### src/rtl/ppu_compress.sv
`default_nettype none
// ============================================================================
// Module   : ppu_compress
// Purpose  : Post-processing scan of the accumulator buffer: shift, ReLU,
//            saturate, zero-run compress, write (value, index) pairs to OARAM.
// Revision : 1.0 - initial release
// ============================================================================
module ppu_compress #(
  parameter int BANK_COUNT  = 32,
  parameter int TILE_SIZE   = 128,
  parameter int RAM_WIDTH   = 10,
  parameter int INDEX_WIDTH = 4,
  parameter int VALUE_WIDTH = 8
) (
  input  logic                                     clk,
  input  logic                                     reset,
  input  logic                                     start,
  input  logic [$clog2(BANK_COUNT*TILE_SIZE):0]    active_count,
  input  logic [1:0]                               bitwidth,
  input  logic [2:0]                               output_shift,
  output logic [$clog2(BANK_COUNT)-1:0]            buffer_bank_read,
  output logic [$clog2(TILE_SIZE)-1:0]             buffer_bank_entry,
  input  logic signed [VALUE_WIDTH-1:0]            buffer_data_read,
  output logic [VALUE_WIDTH-1:0]                   oaram_value,
  output logic [INDEX_WIDTH-1:0]                   oaram_indices_value,
  output logic [RAM_WIDTH-1:0]                     oaram_address,
  output logic                                     oaram_write_enable,
  input  logic                                     oaram_ready,
  output logic                                     busy,
  output logic                                     cycle_done,
  output logic [RAM_WIDTH:0]                       oaram_count,
  output logic                                     overflow
);

  localparam int                     c_pos_w    = $clog2(BANK_COUNT*TILE_SIZE) + 1;
  localparam int                     c_bank_w   = $clog2(BANK_COUNT);
  localparam logic [INDEX_WIDTH-1:0] c_run_max  = '1;
  localparam logic [RAM_WIDTH:0]     c_capacity = {1'b1, {RAM_WIDTH{1'b0}}};

  typedef enum logic [1:0] {
    S_IDLE  = 2'd0,
    S_SCAN  = 2'd1,
    S_DRAIN = 2'd2,
    S_DONE  = 2'd3
  } state_t;

  state_t                         r_state;
  logic [c_pos_w-1:0]             r_pos;
  logic [c_pos_w-1:0]             r_last_pos;
  logic [2:0]                     r_shift;
  logic [1:0]                     r_bitwidth;
  logic                           r_rd_valid;
  logic                           r_hold_valid;
  logic signed [VALUE_WIDTH-1:0]  r_hold_data;
  logic [INDEX_WIDTH-1:0]         r_run;

  logic                           w_can_proc;
  logic                           w_accept;
  logic                           w_issue;
  logic                           w_last;
  logic                           w_proc;
  logic signed [VALUE_WIDTH-1:0]  w_src_data;
  logic signed [VALUE_WIDTH-1:0]  w_shifted;
  logic [VALUE_WIDTH-1:0]         w_relu;
  logic [VALUE_WIDTH:0]           w_qmax;
  logic [VALUE_WIDTH-1:0]         w_q;
  logic                           w_zero;
  logic                           w_escape;
  logic                           w_emit;
  logic [RAM_WIDTH:0]             w_count_next;
  logic                           w_full;

  // The output slot is free at the end of this cycle unless a write is stalled.
  assign w_can_proc   = !oaram_write_enable || oaram_ready;
  assign w_accept     = oaram_write_enable && oaram_ready;
  assign w_issue      = (r_state == S_SCAN) && w_can_proc;
  assign w_last       = (r_pos == r_last_pos);
  assign w_proc       = (r_hold_valid || r_rd_valid) && w_can_proc;
  assign w_src_data   = r_hold_valid ? r_hold_data : buffer_data_read;

  assign w_shifted    = w_src_data >>> r_shift;
  assign w_relu       = w_shifted[VALUE_WIDTH-1] ? '0 : $unsigned(w_shifted);

  always_comb begin
    w_qmax = (VALUE_WIDTH+1)'(255);
    case (r_bitwidth)
      2'd1:    w_qmax = (VALUE_WIDTH+1)'(15);
      2'd2:    w_qmax = (VALUE_WIDTH+1)'(3);
      2'd3:    w_qmax = (VALUE_WIDTH+1)'(1);
      default: w_qmax = (VALUE_WIDTH+1)'(255);
    endcase
  end

  assign w_q          = ({1'b0, w_relu} > w_qmax) ? w_qmax[VALUE_WIDTH-1:0] : w_relu;
  assign w_zero       = (w_q == '0);
  assign w_escape     = w_zero && (r_run == c_run_max);
  assign w_emit       = w_proc && (!w_zero || w_escape);
  assign w_count_next = oaram_count + (RAM_WIDTH+1)'(w_accept);
  assign w_full       = overflow || (w_count_next == c_capacity);

  always_ff @(posedge clk or posedge reset) begin
    if (reset) begin
      r_state             <= S_IDLE;
      r_pos               <= '0;
      r_last_pos          <= '0;
      r_shift             <= '0;
      r_bitwidth          <= '0;
      r_rd_valid          <= 1'b0;
      r_hold_valid        <= 1'b0;
      r_hold_data         <= '0;
      r_run               <= '0;
      buffer_bank_read    <= '0;
      buffer_bank_entry   <= '0;
      oaram_value         <= '0;
      oaram_indices_value <= '0;
      oaram_address       <= '0;
      oaram_write_enable  <= 1'b0;
      busy                <= 1'b0;
      cycle_done          <= 1'b0;
      oaram_count         <= '0;
      overflow            <= 1'b0;
    end else begin
      cycle_done <= 1'b0;
      r_rd_valid <= w_issue;

      if (w_accept) begin
        oaram_count <= w_count_next;
      end

      if (w_proc) begin
        r_run <= (w_zero && !w_escape) ? r_run + 1'b1 : '0;
        if (w_emit && !w_full) begin
          oaram_write_enable  <= 1'b1;
          oaram_value         <= w_q;
          oaram_indices_value <= r_run;
          oaram_address       <= w_count_next[RAM_WIDTH-1:0];
        end else begin
          oaram_write_enable <= 1'b0;
          if (w_emit) begin
            overflow <= 1'b1;
          end
        end
      end else if (w_accept) begin
        oaram_write_enable <= 1'b0;
      end

      // A read returning during a stall is parked until the slot frees up.
      if (!w_can_proc && r_rd_valid) begin
        r_hold_valid <= 1'b1;
        r_hold_data  <= buffer_data_read;
      end else if (w_can_proc) begin
        r_hold_valid <= 1'b0;
      end

      if (w_issue && !w_last) begin
        r_pos <= r_pos + 1'b1;
        if (buffer_bank_read == c_bank_w'(BANK_COUNT-1)) begin
          buffer_bank_read  <= '0;
          buffer_bank_entry <= buffer_bank_entry + 1'b1;
        end else begin
          buffer_bank_read  <= buffer_bank_read + 1'b1;
        end
      end

      case (r_state)
        S_IDLE: begin
          if (start) begin
            oaram_count <= '0;
            overflow    <= 1'b0;
            if (active_count != '0) begin
              r_state           <= S_SCAN;
              busy              <= 1'b1;
              r_pos             <= '0;
              r_last_pos        <= active_count - 1'b1;
              r_shift           <= output_shift;
              r_bitwidth        <= bitwidth;
              r_run             <= '0;
              buffer_bank_read  <= '0;
              buffer_bank_entry <= '0;
            end else begin
              cycle_done <= 1'b1;
            end
          end
        end
        S_SCAN: begin
          if (w_issue && w_last) begin
            r_state <= S_DRAIN;
          end
        end
        S_DRAIN: begin
          if (!r_rd_valid && !r_hold_valid && w_can_proc) begin
            r_state    <= S_DONE;
            busy       <= 1'b0;
            cycle_done <= 1'b1;
          end
        end
        default: begin
          r_state <= S_IDLE;
        end
      endcase
    end
  end

endmodule
`default_nettype wire

### config.mk
export PLATFORM = sky130hd
export DESIGN_NAME = ppu_compress
export DESIGN_NICKNAME = d
export VERILOG_FILES = /design/src/rtl/ppu_compress.sv
export SDC_FILE = /design/constraint.sdc
export NUM_CORES = 1
export LEC_CHECK = 0
export ABC_AREA = 1
export CAP_MARGIN = 20
export CORE_UTILIZATION = 30
export DETAILED_ROUTE_END_ITERATION = 10
export GPL_ROUTABILITY_DRIVEN = 1
export SLEW_MARGIN = 0
export SYNTH_ARGS = -nofsm -noshare
export SYNTH_HDL_FRONTEND = slang
export SYNTH_SLANG_ARGS = --single-unit
### constraint.sdc
create_clock -name clk -period 3.45 [get_ports clk]
set_input_delay 0.345 -clock clk [delete_from_list [all_inputs] [get_ports clk]]
set_output_delay 0.345 -clock clk [all_outputs]
set_load 0.01 [all_outputs]
# After elaboration in Yosys (flattened, before gate mapping)
# Cells that the tools add are included.
[totals] reg_bits=96 input_bits=30 output_inout_bits=49 elab_cells=123
[classes] addsub=6 n_lt_le_gt_ge=1 eq_ne=13 n_shift=1 muxes=49 n_reduce_logical=34
[op_table] cell="13-bit 2-to-1 mux" n=4
[op_table] cell="7-bit 2-to-1 mux" n=6
[op_table] cell="11-bit 2-to-1 mux" n=3
[op_table] cell="5-bit 2-to-1 mux" n=5
[op_table] cell="8-bit case mux with 3 select lines" n=1
[op_table] cell="4-bit 2-to-1 mux" n=5
[op_table] cell="1-bit 2-to-1 mux" n=16
[op_table] cell="8-bit 2-to-1 mux" n=2
[op_table] cell="13-bit by 1-bit adder with 13-bit output, second input constant" n=1
[op_table] cell="13-bit equality test" n=1
[op_table] cell="13-bit nonzero test" n=1
[op_table] cell="13-bit by 1-bit subtractor with 13-bit output, second input constant" n=1
[op_table] cell="1-bit logical AND" n=12
[op_table] cell="11-bit by 1-bit adder with 11-bit output" n=1
[op_table] cell="11-bit equality test, second input constant" n=1
[op_table] cell="7-bit by 9-bit > comparator with 1-bit output" n=1
[op_table] cell="1-bit zero test" n=8
[op_table] cell="8-bit zero test" n=1
[op_table] cell="2-bit 2-to-1 mux" n=4
[op_table] cell="4-bit AND reduction" n=2
[op_table] cell="8-bit by 3-bit >>> shifter with 8-bit output" n=1
[op_table] cell="7-bit by 1-bit adder with 7-bit output, second input constant" n=1
[op_table] cell="2-bit equality test, second input constant" n=3
[op_table] cell="2-bit inequality test, second input constant" n=3
[op_table] cell="other kinds (13)" n=20

# Longest topological paths before layout
# Gate-level depths: netlist (run 1).
[logic_depth] word_depth=14 ltp_mapped=24 ltp_nobuf=22

# Worst setup path before layout (run 1)
# Ideal clock, no wire load.
[synth_timing] kind="register to register" start="register r_hold_valid" end="register oaram_indices_value[2]" setup_ns=0.067 arrival_ns=2.727 required_ns=3.383 setup_slack_ns=0.656 path_stages_with_launch=21 n_path_buf=2 period_less_slack_ns=2.794 cell_sequence="dfrtp_1 -> buf_6 -> nand2_1 -> nand2_2 -> nor2_1 -> inv_1 -> o22ai_1 -> ha_1 -> nand2_1 -> inv_1 -> o21ai_0 -> nand2_1 -> a21oi_2 -> and3_1 -> nand3_1 -> nor2_4 -> nand2_4 -> nand3_4 -> buf_12 -> nand2_4 -> nand2_2"
[synth_via] elab_chain_len=11 word_cells_on_any_way=14 classes_between="1 x order compare; 1 x shift; 3 x mux; 9 x reduce/logical"
[synth_rtl] element="from (decl)" line="53" source="logic r_hold_valid;"
[synth_rtl] element="from (signal assigned)" line="109" source="r_hold_valid <= 1'b0;"
[synth_rtl] element="from (signal assigned)" line="149" source="r_hold_valid <= 1'b1;"
[synth_rtl] element="from (signal assigned)" line="152" source="r_hold_valid <= 1'b0;"
[synth_rtl] element="8-bit 2-to-1 mux" line="79" source="assign w_src_data = r_hold_valid ? r_hold_data : buffer_data_read;"
[synth_rtl] element="8-bit by 3-bit >>> shifter with 8-bit output" line="81" source="assign w_shifted = w_src_data >>> r_shift;"
[synth_rtl] element="7-bit 2-to-1 mux" line="82" source="assign w_relu = w_shifted[VALUE_WIDTH-1] ? '0 : $unsigned(w_shifted);"
[synth_rtl] element="7-bit by 9-bit > comparator with 1-bit output" line="94" source="assign w_q = ({1'b0, w_relu} > w_qmax) ? w_qmax[VALUE_WIDTH-1:0] : w_relu;"
[synth_rtl] element="8-bit 2-to-1 mux" line="94"
[synth_rtl] element="8-bit zero test" line="95" source="assign w_zero = (w_q == '0);"
[synth_rtl] element="1-bit zero test or 1-bit logical AND (tied branches)" line="97, 96"
[synth_rtl] element="1-bit logical OR" line="97" source="assign w_emit = w_proc && (!w_zero || w_escape);"
[synth_rtl] element="1-bit logical AND" line="97"
[synth_rtl] element="1-bit logical AND" line="132" source="if (w_emit && !w_full) begin"
[synth_rtl] element="2-bit AND reduction (no line) (*)"
[synth_rtl] element="to (signal assigned)" line="135" source="oaram_indices_value <= r_run;"
[synth_rtl] element="to (decl)" line="25" source="output logic [INDEX_WIDTH-1:0] oaram_indices_value,"
# Mark *: on every way between the ends. The rest lies on a longest branch, timed or not.
# A chain may end at the register's enable or synchronous reset.

# Worst setup path in the final report (run 1)
[layout_timing] start="register r_hold_valid" end="register r_run[2]"
[layout_via] elab_chain_len=14 word_cells_on_any_way=16 classes_between="1 x order compare; 1 x shift; 8 x mux; 6 x reduce/logical"
[layout_rtl] element="8-bit 2-to-1 mux" line="79"
[layout_rtl] element="8-bit by 3-bit >>> shifter with 8-bit output" line="81"
[layout_rtl] element="7-bit 2-to-1 mux" line="82"
[layout_rtl] element="7-bit by 9-bit > comparator with 1-bit output" line="94"
[layout_rtl] element="8-bit 2-to-1 mux" line="94"
[layout_rtl] element="8-bit zero test" line="95"
[layout_rtl] element="1-bit logical AND" line="96" source="assign w_escape = w_zero && (r_run == c_run_max);"
[layout_rtl] element="1-bit zero test" line="131" source="r_run <= (w_zero && !w_escape) ? r_run + 1'b1 : '0;"
[layout_rtl] element="1-bit logical AND" line="131"
[layout_rtl] element="4-bit 2-to-1 mux" line="131"
[layout_rtl] element="4-bit 2-to-1 mux (*)" line="130" source="if (w_proc) begin"
[layout_rtl] element="4-bit 2-to-1 mux" line="170" source="if (active_count != '0) begin"
[layout_rtl] element="4-bit 2-to-1 mux" line="167" source="if (start) begin"
[layout_rtl] element="4-bit 2-to-1 mux (*)" line="165" source="case (r_state)"
[layout_rtl] element="to (signal assigned)" line="131"
[layout_rtl] element="to (decl)" line="55" source="logic [INDEX_WIDTH-1:0] r_run;"
# Marks and branches as above.

==> metrics.md, run 1 <==
| Metric | Value |
|---|---|
| Worst-Margin Slew | 777.4 ps |
| Most common cell in the netlist | nand2_1 |
| CTS tree | yes |
| CP max FO | 22 |
| Initial core utilization | 30.74% |
| Drt pass-1 iters | 4 |
| Outcome | complete, no violations |
| Die height | 140.7 um |
| Leak | 0.003436 uW |
| Resized Gates After CTS | 0 |
| Period utilization | 91.79% |
| Crit end category | flip-flop |
| GRT Residual Overflow | 0 |
| Worst Path Arrival | 3450 ps |
| Placed insts | 1005 |
| Power share of the combinational group | 47.3% |
| Antenna Nets Post-Route | 0 |
| Met1 usage | 19.64% |
| Internal power | 3308 uW |
| Place WS | 42.54 ps |
| Num ports | 79 |
| Most used routing layer | met2 |
| Die extent in x | 140.7 um |
| Largest net degree at the start of global routing | 59 |
| Setup Buffers After CTS | 0 |
| CTS Hold Buffers Added | 0 |
| Worst reg2reg path depth | 20 |
| Worst Hold Class | reg -> reg |
| Placer Congestion | 0.8297 |
| Final hold vios | 0 |
| Initial drt markers | 271 |
| RSZ-0062 raised after global routing | false |
| FILL cells | 1960 |
| IO Port Bufs | 78 |
| Fin cells | 1021 |
| CTS buffer count | 9 |
| Final setup TNS | 0 ps |
| Synth cell types | 48 |
| Clk slew on worst S/H paths | 70 ps |
| Worst setup path category | reg -> reg |
| Remaining DRCs | 0 |
| Worst vdd ir | 0.0002958 V |
| Routed wire length per instance | 13.00 um |
| Post-synth EDFFs | 0 |
| Synth-to-Final Area Change | 24.44% |
| GRT Util Overall | 14.64% |
| CP startpoint kind | flip-flop |
| # clock sinks | 96 |
| Share of layout cells above drive strength 1 | 12.83% |
| Fin crit period | 3167 ps |
| GR Layer Usage met3 | 2.955% |
| Routed vias | 4761 |
| Max-Cap Viols | 0 |
| Synth Register Bits | 96 |
| Deepest clock path buffer count | 2 |
| Post-Syn Area per Cell | 8.230 um^2 |
| Clock network power share | 18.9% |
| Detailed placer's ending HPWL | 9878 um |
| Worst-Skew Late Latency | 350 ps |
| Root buffer cell | clkbuf_16 |
| WL final | 13280 um |
| Fin nets | 831 |
| Switching Share | 41.86% |
| Pwr/cell area | 792.4 nW/um^2 |
| Post-route clock skew | 9.897 ps |
| Cell taking the most area after synthesis | dfrtp_1 |
| Rel. slew slack | 48.12% |
| Power Total | 5689 uW |
| Setup violations, final | 0 |
| Initial antenna violation count | 0 |
| Met2 Usage GRT | 23.80% |
| Full die area | 19790 um^2 |
| Ys async rst share | 100.0% |
| YS warnings | 0 |
| Ant. Diodes | 0 |
| First-pass GRT wire length | 23140 um |
| Leading post-synthesis cells by instance count | 143 x nand2_1, 96 x dfrtp_1, 84 x inv_1 |
| Synth Flop Type | dfrtp_1 |
| Data required, critical path | 3730 ps |
| Psw | 2381 uW |
| # rows | 50 |
| Setup WS post-layout | 283.1 ps |
| Sequential share of power | 33.8% |
| Mapped Cells | 701 |
| Core area | 18770 um^2 |
| FMAX | 315.8 MHz |
| H-Tree Depth | 3 |
| Sequential fraction of the synthesis area | 41.64% |
| Mapped cell area | 5769 um^2 |
| Hold path depth | 2 |
| Syn nets | 750 |
| Mean number of vias per cell | 4.663 |
| Final Max Tran Viols | 0 |
| Top cells by area, synth | dfrtp_1 42%, nand2_1 9.3%, inv_1 5.5% |
| Top-area cell type share of the netlist area | 41.64% |
| Via count of the first global-routing pass | 4670 |
[sequential cells by signal (all words and copies together) (netlist names), 2 cells and up]
| name | count |
|---|---|
| oaram_indices_value | 4 |
| r_state | 2 |
| r_pos | 13 |
| r_last_pos | 13 |
| oaram_address | 10 |
| buffer_bank_read | 5 |
| r_bitwidth | 2 |
| oaram_value | 8 |
| r_hold_data | 8 |
| r_run | 4 |
| r_shift | 3 |
| oaram_count | 11 |
| buffer_bank_entry | 7 |
[cells in the final DEF, fill, tap and decap left out, drive strengths merged, types with 2 or more instances in the layout]
cell / instances
o21bai: 3
clkdlybuf4s50: 78
clkinv: 4
o21ai: 45
nor4: 5
buf: 13
clkbuf: 11
nor2: 62
dfrtp: 96
nor3: 11
a31o: 2
a31oi: 5
a21oi: 24
o211ai: 3
ha: 19
nand3b: 2
xnor2: 7
nand4: 32
nand3: 44
o311ai: 6
mux2: 8
inv: 89
xor2: 27
a211oi: 2
nand2: 181
[routing by layer]
layer | vias to the layer above | wire, um
met4 | 0 | 166
met1 | 2201 | 6507
met5 | - | 0
met3 | 10 | 407
li1 | 2470 | -
met2 | 80 | 6197
[final timing paths]
check | from | slack (ps) | to
setup / recovery | r_hold_valid | 280 | r_run[2]
hold / removal | oaram_address[4] | 470 | oaram_address[4]
setup reg to reg | r_hold_valid | 280 | r_run[2]
hold reg to reg | oaram_address[4] | 470 | oaram_address[4]
max in group asynchronous | reset | 2270 | oaram_count[6]
min in group asynchronous | reset | 490 | r_run[1]
[cell type report]
cell class	count	area, um^2	share of cell area (%)
flip-flops and latches	96	2404	33.48
inverters	89	341.6	4.758
clock inverters	5	63.81	0.8888
well taps	234	292.8	4.078
clock buffers	11	252.7	3.520
multi-input cells	495	2909	40.52
repair buffers	91	915.9	12.76
[kinds of logic after synthesis]
family / Yosys count / synth area share (%)
mux: 8 / 1.562
fa+ha+maj: 19 / 4.121
flops: 96 / 41.64
simple gates: 339 / 30.08
xor+xnor: 34 / 5.162
buf+inv: 110 / 7.937
compound gates: 95 / 9.499
[worst max-delay path, stage by stage (launching register included)]
cell and delay (ps):
dfrtp_2 510, inv_6 130, nand2_1 90, nand2_1 70, o21a_1 160, o21ai_0 100
a21oi_1 240, ha_1 280, nand2_1 60, clkinv_1 70, o21ai_0 80, nand2_1 90
a21oi_2 220, and3_1 220, nand3_1 120, nor2_4 170, nand2_4 70, buf_4 210
nand2_1 100, inv_1 50, nor2_1 90
[stage by stage]
stage / util [%] / hold WS [ps] / area [um^2]
floorplan: - / 440.1 / 5769
CTS: 38.25 / 476.9 / 7178
global route: 38.25 / 501.9 / 7179
finish: 38.25 / 472.5 / 7179
detailed placement: 36.56 / 457.5 / 6862
global placement: 36.56 / 456.7 / 6862
[power groups by stage]
| stage | combinational [uW] | clock (uW) | sequential [uW] |
|---|---|---|---|
| finish | 2690 | 1080 | 1920 |
| global route | 3050 | 1160 | 1990 |
| detailed placement | 2710 | 0 | 1940 |
| floorplan | 1840 | 0 | 1930 |
| CTS | 2720 | 1110 | 1930 |
| global placement | 2680 | 0 | 1940 |
Power figures use the tool's default switching activity.
==> run 2: changes to the inputs <==
CORE_ASPECT_RATIO = 1.1   (was unset)
clock period = 3.7 ns   (was 3.45 ns; I/O delays follow)
==> metrics.md, run 2 (synthesized netlist as in run 1, its figures left out) <==
| Metric | Value |
|---|---|
| Outcome | complete, no violations |
| Worst Path Arrival | 3510 ps |
| Clock network power share | 19.0% |
| Synth-to-Final Area Change | 23.47% |
| Clk slew on worst S/H paths | 70 ps |
| Regs by FF count | r_last_pos: 13 flops, r_pos: 13 flops, oaram_count: 11 flops |
| Routed vias | 4808 |
| CTS tree | yes |
| Commonest non-fill, non-tap cell in the layout | nand2_1 |
| Setup WS post-layout | 428.8 ps |
| Power share of the combinational group | 46.6% |
| First-pass GRT wire length | 22800 um |
| Core area | 18610 um^2 |
| WL final | 13380 um |
| Worst-Margin Slew | 817.7 ps |
| Internal power | 3017 uW |
| Via count of the first global-routing pass | 4541 |
| Fin nets | 826 |
| Min-Delay Endpoint | oaram_address[9] |
| Psw | 2219 uW |
| Setup violations, final | 0 |
| FILL cells | 1959 |
| Num ports | 79 |
| Detailed placer's ending HPWL | 9903 um |
| Switching Share | 42.37% |
| Worst-Skew Late Latency | 360 ps |
| Worst Hold Class | reg -> reg |
| Post-route clock skew | 8.434 ps |
| # rows | 52 |
| Crit end category | flip-flop |
| RSZ-0062 raised after global routing | false |
| Root buffer cell | clkbuf_16 |
| Final hold vios | 0 |
| Share of layout cells above drive strength 1 | 12.28% |
| CTS Hold Buffers Added | 0 |
| Remaining DRCs | 0 |
| Worst setup path category | reg -> reg |
| CP startpoint kind | flip-flop |
| R2R setup slack | 430 ps |
| Rel. slew slack | 45.43% |
| Full die area | 19790 um^2 |
| Initial drt markers | 196 |
| Post-layout util | 38.28% |
| Initial antenna violation count | 0 |
| Die height | 147.4 um |
| GRT Util Overall | 14.64% |
| CP max FO | 23 |
| Data required, critical path | 3940 ps |
| Period utilization | 88.41% |
| Deepest clock path buffer count | 2 |
| Setup Buffers After CTS | 0 |
| # clock sinks | 96 |
| R2R Path End | oaram_value[5] |
| Min-delay src | oaram_address[9] |
| Sequential share of power | 34.4% |
| Place WS | 119.1 ps |
| Final Max Tran Viols | 0 |
| Worst reg2reg path depth | 21 |
| Worst vdd ir | 0.0003043 V |
| CTS buffer count | 9 |
| H-Tree Depth | 3 |
| Fin crit period | 3271 ps |
| Pwr/cell area | 735.0 nW/um^2 |
| GRT Residual Overflow | 0 |
| IO Port Bufs | 78 |
| Leak | 0.003399 uW |
| Mean number of vias per cell | 4.691 |
| Max-Cap Viols | 0 |
| Largest net degree at the start of global routing | 63 |
| Resized Gates After CTS | 0 |
| Routed wire length per instance | 13.05 um |
| Final setup TNS | 0 ps |
| Initial core utilization | 31.00% |
| Reg-to-Reg Start | r_hold_valid |
| Ant. Diodes | 0 |
| FMAX | 305.7 MHz |
| Placer Congestion | 0.8230 |
| Antenna Nets Post-Route | 0 |
| Commonest non-fill, non-tap cells in the layout | 143 x nand2_1, 95 x dfrtp_1, 83 x inv_1 |
| Drt pass-1 iters | 4 |
| Hold path depth | 2 |
| Die extent in x | 134.2 um |
-- run 2: final cells by class --
type	instances	area, um^2	area share, %
clock buffers	10	239.0	3.355
repair buffers	86	853.3	11.98
flip-flops and latches	96	2404	33.74
clock inverters	6	72.57	1.019
inverters	89	341.6	4.795
multi-input cells	495	2909	40.84
well taps	243	304.0	4.268
-- run 2: critical path: stages, from the launching register on --
cell,delay (ps)
dfrtp_2,520
inv_6,90
nand2_4,70
nand2_2,70
nor2_1,170
inv_1,80
o22ai_1,260
ha_1,290
nand2_1,60
inv_1,30
o21ai_0,130
nand2_1,90
a21oi_2,210
nand2_4,100
nand2_4,90
nand2_1,60
nand2_2,130
nor2_8,50
nand2_4,60
nand3_4,350
nand2_1,180
nand2_1,70
-- run 2: stage by stage --
step	std cells	hold WS [ps]	area, um^2	total power, uW
after floorplan	701	465.1	5769	3512
after global routing	1025	491.8	7123	5694
after detailed placement	1009	463.6	6810	4284
after global placement	1009	455.4	6810	4241
after CTS	1025	482.1	7122	5302
final	1025	476.7	7123	5236
-- run 2: metal layers --
metal	wire [um]	track usage (%)	share of wire (%)
met2	6425	23.78	48
met1	6334	19.37	47
met5	0	0	0
met3	393	2.606	2.9
met4	223	5.506	1.7
-- run 2: power by group through the flow --
stage                     Clock (uW)  Combinational (uW)  Sequential [uW]
after global placement             0                2420             1820
after detailed placement           0                2470             1820
after global routing            1060                2770             1860
final                            995                2440             1800
after floorplan                    0                1710             1800
after CTS                       1020                2480             1800
-- run 2: how the worst max path moves through the flow --
stage | start | end | slack (ps) | cells past startpoint
floorplan | reset | buffer_bank_entry[0] | 820 | 1
global placement | buffer_data_read[7] | oaram_value[7] | 220 | 21
detailed placement | buffer_data_read[7] | oaram_value[5] | 120 | 21
CTS | r_hold_valid | oaram_value[5] | 240 | 21
global route | r_hold_valid | oaram_address[9] | 110 | 21
finish | r_hold_valid | oaram_value[5] | 430 | 21
==> run 3: changes to the inputs <==
ABC_AREA = unset   (was 1)
==> metrics.md, run 3 <==
| Metric | Value |
|---|---|
| H-Tree Depth | 3 |
| Simple-gate share of the synthesized area | 18.97% |
| Ys async rst share | 100.0% |
| RSZ-0062 raised after global routing | true |
| Slowest cell on the critical path | mux4_2 |
| Leading post-synthesis cells by instance count | 96 x dfrtp_1, 59 x nand2_1, 56 x nor2_1 |
| # rows | 51 |
| Post-route clock skew | 7.373 ps |
| R2R Path End | oaram_address[6] |
| Synth-to-Final Area Change | 33.26% |
| Antenna Nets Post-Route | 0 |
| Final Max Tran Viols | 0 |
| Fin crit period | 3862 ps |
| WP buf/inv | 2 |
| Post-Syn Area per Cell | 9.973 um^2 |
| Initial drt markers | 248 |
| Main combinational cell family by area after synthesis | simple AND/OR/NAND/NOR gates |
| CTS Hold Buffers Added | 0 |
| Commonest non-fill, non-tap cells in the layout | 96 x dfrtp_1, 78 x clkdlybuf4s50_1, 59 x nand2_1 |
| Fin nets | 716 |
| Max-Cap Viols | 0 |
| CTS tree | yes |
| Clk slew on worst S/H paths | 70 ps |
| Share of layout cells above drive strength 1 | 19.94% |
| Post-Synth XOR/XNOR Area | 8.575% |
| Num ports | 79 |
| FILL cells | 1720 |
| GRT Residual Overflow | 0 |
| CP startpoint kind | flip-flop |
| Initial antenna violation count | 0 |
| R2R setup slack | -160 ps |
| GRT Util Overall | 14.38% |
| Beginning of the critical path | r_hold_valid |
| Synth Register Bits | 96 |
| Worst-path cell chain | buf_12 -> mux4_2 -> nand2b_1 -> a21oi_2 -> ha_1 -> a21o_1 -> a221oi_2 -> o22a_1 -> or3b_4 -> a311o_1 -> nor4_4 -> nand2b_4 -> clkbuf_16 -> mux2_4 |
| Cell taking the most area after synthesis | dfrtp_1 |
| Top cells by area, synth | dfrtp_1 44%, xnor2_1 5.4%, ha_1 4.3% |
| Mapped Cells | 553 |
| Final setup TNS | -2883 ps |
| Deepest clock path buffer count | 2 |
| Failing checks | negative setup slack |
| Worst Path Arrival | 4100 ps |
| Data required, critical path | 3940 ps |
| Placer Congestion | 0.8365 |
| CP max FO | 8 |
| Crit end category | flip-flop |
| Cell family with most CP delay | compound AO/OA/AOI/OAI gates |
| Regs by FF count | r_last_pos: 13 flops, r_pos: 13 flops, oaram_count: 11 flops |
| Synth Flop Type | dfrtp_1 |
| Rel. slew slack | 44.86% |
| Period utilization | 104.4% |
| Initial core utilization | 30.87% |
| Critical Path Stages | 14 |
| IO Port Bufs | 78 |
| Largest net degree at the start of global routing | 56 |
| Die height | 144.2 um |
| Remaining DRCs | 0 |
| Outcome | finished with violations |
| Post-synth EDFFs | 0 |
| Worst vdd ir | 0.0003405 V |
| Core area | 17870 um^2 |
| Sequential fraction of the synthesis area | 43.56% |
| Commonest non-fill, non-tap cell in the layout | dfrtp_1 |
| Worst reg2reg path depth | 14 |
| Mean number of vias per cell | 4.674 |
| WL final | 12950 um |
| Via count of the first global-routing pass | 4411 |
| Die extent in x | 131.3 um |
| Mapped cell area | 5515 um^2 |
| Mux share of post-synthesis cell area | 12.21% |
| Detailed placer's ending HPWL | 9604 um |
| First-pass GRT wire length | 21760 um |
| Routed vias | 4253 |
| Place WS | -502.5 ps |
| Adder-cell share of the synthesized area | 4.310% |
| Setup violations, final | 21 |
| Drt pass-1 iters | 4 |
| Final hold vios | 0 |
| Syn nets | 602 |
| Reg-to-Reg Start | r_hold_valid |
| Top-area cell type share of the netlist area | 43.56% |
| # clock sinks | 96 |
| Crit-path max cell delay | 520 ps |
| Fin cells | 910 |
| Worst-Skew Late Latency | 350 ps |
| YS warnings | 0 |
| Worst Hold Class | in -> async |
| Ant. Diodes | 0 |
| Pwr/cell area | 624.3 nW/um^2 |
| Synth cell types | 58 |
| Full die area | 18930 um^2 |
| Setup WS post-layout | -162.0 ps |
| Leak | 0.003272 uW |
| Worst setup path category | reg -> reg |
| Most common cell in the netlist | dfrtp_1 |
| Worst-Margin Slew | 818.4 ps |
| Compound-Gate Fraction of Synth Area | 8.621% |
| CTS buffer count | 9 |
| Routed wire length per instance | 14.23 um |
| Root buffer cell | clkbuf_16 |
| FMAX | 258.9 MHz |
| Placed insts | 885 |
| Power Total | 4588 uW |
==> run 3: cell count changes after synthesis, moves of 12 or more <==
cell / previous run / this run
nand2_4: 17 / 0
inv_1: 84 / 20
mux2_1: 0 / 17
o21ai_0: 43 / 31
nand3_1: 36 / 15
nand2_1: 143 / 59
mux2i_1: 0 / 14
nand4_1: 32 / 8
nand2_2: 21 / 0
xnor2_1: 7 / 34
==> run 3: worst max-delay path by stage <==
| stage | end | slack, ps |
|---|---|---|
| detailed placement | oaram_address[2] | -500 |
| finish | oaram_address[6] | -160 |
| floorplan | oaram_address[5] | -70 |
| CTS | oaram_address[0] | -140 |
| global placement | oaram_address[2] | -440 |
| global route | oaram_indices_value[0] | -290 |
==> run 3: cell type report <==
cell class	instances	area [um^2]	share of cell area [%]
multi-input cells	412	3044	41.42
inverters	21	80.08	1.090
flip-flops and latches	96	2402	32.69
clock inverters	6	42.54	0.5788
repair buffers	127	1254	17.06
clock buffers	10	229.0	3.115
well taps	238	297.8	4.052
==> run 3: metrics by stage <==
step                      util, %  hold WS (ps)  area, um^2
after floorplan                 -         465.8        5627
after global placement      38.76         473.5        6925
after detailed placement    38.76         474.8        6925
after CTS                   40.63         495.4        7259
after global routing        41.13         308.5        7350
final                       41.13         285.1        7350
==> run 3: cells by family after synthesis <==
kind of cell	Yosys count
multiplexers	54
XOR/XNOR	54
AND/OR/NAND/NOR	208
flip-flops	96
buffers and inverters	45
adder cells (fa/ha/maj)	19
AO/OA/AOI/OAI	77
==> run 3: repair_timing <==
| action | 4_1_cts | 5_1_grt |
|---|---|---|
| buffers inserted | 5 | 3 |
| cloned | 0 | 1 |
| gates resized for setup | 5 | 7 |
| setup endpoints to repair | 20 | 26 |
| pin swaps | 0 | 3 |
==> run 3: where the power goes <==
| part | internal [uW] | switching [uW] |
|---|---|---|
| Sequential | 1300 | 213 |
| Combinational | 1190 | 1010 |
| Clock | 459 | 419 |
| Total | 2950 | 1640 |
==> run 3: per-layer routing <==
metal  track usage, %  up-vias  wire (um)
met4            5.447        0        174
met5                0        -          0
met2            24.89       61       6400
li1                 -     2155          -
met3            2.419       12        334
met1            18.04     2025       6042
